File: config.mk
export PLATFORM = sky130hd
export DESIGN_NAME = tbird_input_cond
export DESIGN_NICKNAME = d
export VERILOG_FILES = /design/src/rtl/tbird_pkg.sv /design/src/rtl/tbird_debounce.sv /design/src/rtl/tbird_input_cond.sv
export SDC_FILE = /design/constraint.sdc
export NUM_CORES = 1
export LEC_CHECK = 0
export ABC_AREA = 1
export ABC_CLOCK_PERIOD_IN_PS = 1670
export CAP_MARGIN = 20
export CORE_UTILIZATION = 53
export DETAILED_ROUTE_END_ITERATION = 16
export PLACE_DENSITY = 0.75
export SLEW_MARGIN = 40
export SYNTH_ARGS = -nofsm -noshare
export SYNTH_HDL_FRONTEND = slang
export SYNTH_SLANG_ARGS = --single-unit
File: constraint.sdc
create_clock -name clk -period 1.67 [get_ports clk]
set_clock_uncertainty 0.2 [all_clocks]
set_input_delay 0.2505 -clock clk [delete_from_list [all_inputs] [get_ports clk]]
set_output_delay 0.2505 -clock clk [all_outputs]
set_load 0.01 [all_outputs]
File: src/rtl/tbird_pkg.sv
// Shared types and defaults for the Thunderbird tail-light block and its input conditioning.
package tbird_pkg;

  localparam int TBIRD_DB_CYCLES_DEF = 4;
  localparam int TBIRD_TICK_DIV_DEF  = 8;

  typedef enum logic [2:0] {
    TBIRD_IDLE = 3'd0,
    TBIRD_L1   = 3'd1,
    TBIRD_L2   = 3'd2,
    TBIRD_L3   = 3'd3,
    TBIRD_R1   = 3'd4,
    TBIRD_R2   = 3'd5,
    TBIRD_R3   = 3'd6,
    TBIRD_LR3  = 3'd7
  } t_tbird_lights_state;

  // Lamp pattern {LC, LB, LA, RA, RB, RC} shown in each FSM state.
  function automatic logic [5:0] tbird_lamps(input t_tbird_lights_state state);
    logic [5:0] lamps;
    lamps = 6'b000_000;
    case (state)
      TBIRD_L1:  lamps = 6'b001_000;
      TBIRD_L2:  lamps = 6'b011_000;
      TBIRD_L3:  lamps = 6'b111_000;
      TBIRD_R1:  lamps = 6'b000_100;
      TBIRD_R2:  lamps = 6'b000_110;
      TBIRD_R3:  lamps = 6'b000_111;
      TBIRD_LR3: lamps = 6'b111_111;
      default:   lamps = 6'b000_000;
    endcase
    return lamps;
  endfunction

endpackage

File: src/rtl/tbird_debounce.sv
// One switch channel: two-flop synchronizer followed by a counter that qualifies
// a level change only after DB_CYCLES consecutive disagreeing samples.
module tbird_debounce
  import tbird_pkg::*;
#(
  parameter int DB_CYCLES = TBIRD_DB_CYCLES_DEF
) (
  input  logic clk,
  input  logic rst,
  input  logic raw,
  output logic level
);

  localparam int CW = $clog2(DB_CYCLES + 1);
  localparam logic [CW-1:0] CNT_LAST = CW'(DB_CYCLES - 1);

  logic          s1_reg;
  logic          s2_reg;
  logic          out_reg;
  logic [CW-1:0] cnt_reg;

  always_ff @(posedge clk) begin
    if (rst) begin
      s1_reg  <= 1'b0;
      s2_reg  <= 1'b0;
      out_reg <= 1'b0;
      cnt_reg <= '0;
    end else begin
      s1_reg <= raw;
      s2_reg <= s1_reg;
      // Any agreeing sample restarts qualification, so short glitches never accumulate.
      if (s2_reg == out_reg) begin
        cnt_reg <= '0;
      end else if (cnt_reg == CNT_LAST) begin
        out_reg <= s2_reg;
        cnt_reg <= '0;
      end else begin
        cnt_reg <= cnt_reg + 1'b1;
      end
    end
  end

  assign level = out_reg;

endmodule

File: src/rtl/tbird_input_cond.sv
// Conditions the three tail-light switches (sync + debounce) and generates the
// periodic step enable that paces the tail-light FSM.
module tbird_input_cond
  import tbird_pkg::*;
#(
  parameter int DB_CYCLES = TBIRD_DB_CYCLES_DEF,
  parameter int TICK_DIV  = TBIRD_TICK_DIV_DEF
) (
  input  logic clk,
  input  logic rst,
  input  logic left_raw,
  input  logic right_raw,
  input  logic haz_raw,
  output logic left,
  output logic right,
  output logic haz,
  output logic step
);

  localparam int TW = $clog2(TICK_DIV);
  localparam logic [TW-1:0] TCNT_LAST = TW'(TICK_DIV - 1);

  logic [2:0] raw_vec;
  logic [2:0] level_vec;

  assign raw_vec = {haz_raw, right_raw, left_raw};

  // Channels are independent; left&right and hazard conflicts are the FSM's job.
  generate
    for (genvar gi = 0; gi < 3; gi++) begin : g_chan
      tbird_debounce #(
        .DB_CYCLES(DB_CYCLES)
      ) u_db (
        .clk  (clk),
        .rst  (rst),
        .raw  (raw_vec[gi]),
        .level(level_vec[gi])
      );
    end
  endgenerate

  assign left  = level_vec[0];
  assign right = level_vec[1];
  assign haz   = level_vec[2];

  logic [TW-1:0] tcnt_reg;
  logic [TW-1:0] tcnt_next;
  logic          step_reg;

  always_comb begin
    tcnt_next = tcnt_reg + 1'b1;
    if (tcnt_reg == TCNT_LAST) begin
      tcnt_next = '0;
    end
  end

  // step is registered alongside tcnt so it is high exactly while tcnt holds its last value.
  always_ff @(posedge clk) begin
    if (rst) begin
      tcnt_reg <= '0;
      step_reg <= 1'b0;
    end else begin
      tcnt_reg <= tcnt_next;
      step_reg <= (tcnt_next == TCNT_LAST);
    end
  end

  assign step = step_reg;

endmodule

==> results.json, run 1 <==
{
  "wl_per_cell_um": 8.08,
  "crit_required_ns": 1.22,
  "ant_nets": 0,
  "power_mw": 0.889,
  "grt_pass1_wl_mm": 1.71,
  "slowest_delay_ns": 0.52,
  "numCtsBuffers": 3,
  "gp_congestion": 0.732,
  "area_growth_pct": 15.5,
  "via_per_inst": 4.41,
  "synth_fp_nets": 111,
  "cp_num_cells": 1,
  "grtUsageTotal_pct": 13.0,
  "start_kind": "flip-flop",
  "synthesis.area_um2": 877,
  "r2r-start": "g_chan[1].u_db.cnt_reg[0]",
  "hp-class": "flip-flop to flip-flop",
  "syn_inst": 97,
  "final_util_pct": 66.5,
  "rsz0062_at_grt": "false",
  "cts_tree": "done",
  "status": "completed",
  "grt_antenna_before_repair": 0,
  "drive_gt1_share_pct": 13.0,
  "p_leak_nw": 0.491,
  "nets": 123,
  "clock_latency_ns": 0.30,
  "finalHoldViolations": 0,
  "cts_sinks": 22,
  "multiInputGateArea_um2": 324,
  "crit_chain": "clkdlybuf4s50_1",
  "reg2reg_to": "g_chan[1].u_db.cnt_reg[1]",
  "yosysTopAreaCellShare_pct": 50.2,
  "setup_viol": 0,
  "cts-htree-levels": 1,
  "nFillCells": 119,
  "die-area_um2": 1820,
  "drt_iter0_markers": 1,
  "crit_slowest_cell": "clkdlybuf4s50_1",
  "finalMaxSlewViolations": 0,
  "diodes": 0,
  "grt_pass1_vias": 477,
  "drc": 0,
  "fp.dieW_um": 42.7,
  "r2r_slack_ns": 0.35,
  "path_delay_family": "buffers and inverters",
  "cp_data_arrival_time_ns": 1.15,
  "holdWs_ns": 0.211,
  "vias": 547,
  "hpwl_um": 775,
  "largest_reg_flops": 9,
  "clk_path_buf_depth": 2,
  "fin_crit_sh_pct": 95.6,
  "finalCriticalPeriod_ns": 1.60,
  "ys_ff_latch": 22,
  "p_per_area_nw_per_um2": 877,
  "io_buffers": 8,
  "synth_area_leader_cell": "dfxtp_1",
  "tightest_slew_ns": 0.175,
  "die_h_um": 42.7,
  "fin_area_um2": 1010,
  "io_pins": 9,
  "path_buf_inv": 1,
  "path_clk_slew_ns": 0.11,
  "ir_worst_vdd_v": 0.000604,
  "dr.pass1.iters": 2,
  "dpl_cell_area_um2": 971,
  "yosys_warnings": 0,
  "fmax_mhz": 626,
  "syn_avg_cell_area_um2": 9.04,
  "crit_start": "step",
  "cts_hold_buf": 0,
  "row_count": 14,
  "cts.root.buffer_cell": "clkbuf_4",
  "setup_tns_ns": 0,
  "cp-end-kind": "primary output",
  "fp.coreArea_um2": 1520,
  "gr-total-overflow": 0,
  "criticalPathCategory": "flip-flop to primary output",
  "yosysSeqAreaShare_pct": 50.2,
  "synth.distinct_cells": 11,
  "crit_path_end": "step",
  "wl_mm": 1.00,
  "slew_headroom_pct": 88.3,
  "grt_max_degree": 17,
  "drv_cap": 0,
  "critPathMaxFanout": 1,
  "seq_area_um2": 443,
  "synthTopCellsByArea": "dfxtp_1 (50%), ha_1 (13%), nor2_1 (10%)",
  "reg2reg_depth": 5,
  "initial_core_util_pct": 57.6
}
[worst min-delay path, stage by stage, from the launching register on]
cell and delay (ns):
dfxtp_1 0.31, inv_1 0.04, nor2_1 0.03
[final cells by class]
type / instances / share of cell area, %
inverters: 23 / 8.52
clock buffers: 4 / 3.58
multi-input cells: 50 / 32.0
repair buffers: 9 / 10.2
flip-flops and latches: 22 / 43.7
well taps: 16 / 1.98
[synth_stat cells (all sizes together)]
| cell type | instances |
|---|---|
| ha | 9 |
| buf | 2 |
| nor2 | 27 |
| nor3 | 4 |
| dfxtp | 22 |
| nand2 | 7 |
| inv | 23 |
| nand3 | 3 |
[metal layers]
metal	part of all wire (%)	global-route usage, %
met1	48	13.9
met2	45	20.6
met3	2.9	2.55
met4	4.1	13.1
met5	0	0
[through the flow]
step	setup WS, ns	std cells
floorplan	0.448	97
global placement	0.267	120
detailed placement	0.247	120
CTS	0.00196	124
global route	0.0147	124
finish	0.0735	124
[cell families after synthesis]
family / share of synthesized area [%]
and+or+nand+nor: 24.1
buffers and inverters: 12.8
DFF: 50.2
adders and majority gates: 12.8
[power breakdown]
part	internal (mW)	leakage [nW]	switching, mW
Sequential	0.540	0.180	0.00824
Clock	0.133	0.0210	0.154
Combinational	0.0284	0.290	0.0253
Total	0.702	0.491	0.187
[layout by cell type (no fill, tap or decap), drive strengths merged]
cell type / Yosys / routed
buf: 2 / 1
clkbuf: 0 / 4
clkdlybuf4s50: 0 / 5
dfxtp: 22 / 22
dlygate4sd2: 0 / 1
dlymetal6s2s: 0 / 2
ha: 9 / 9
inv: 23 / 23
nand2: 7 / 7
nand3: 3 / 3
nor2: 27 / 27
nor3: 4 / 4
[worst min path at each step]
stage,startpoint,end,slack (ns),depth (start not counted)
after floorplan,left_raw,g_chan[0].u_db.s1_reg,0.16,2
after global placement,g_chan[2].u_db.s1_reg,g_chan[2].u_db.s2_reg,0.19,2
after detailed placement,g_chan[2].u_db.s1_reg,g_chan[2].u_db.s2_reg,0.20,2
after CTS,g_chan[2].u_db.s1_reg,g_chan[2].u_db.s2_reg,0.21,2
after global routing,g_chan[2].u_db.s1_reg,g_chan[2].u_db.s2_reg,0.23,2
final,g_chan[2].u_db.s1_reg,g_chan[2].u_db.s2_reg,0.21,2
[repair_timing]
action                     CTS  global route
gates resized for setup      3             2
setup endpoints to repair    3             2
buffers inserted             0             0
Power figures use the tool's default switching activity.
==> run 2, diff against run 1 <==
CTS_CLUSTER_DIAMETER = 100   (was unset)
CTS_CLUSTER_SIZE = 30   (was unset)
==> results of run 2 <==
Final layout, timing and power as in run 1 (identical DEF).
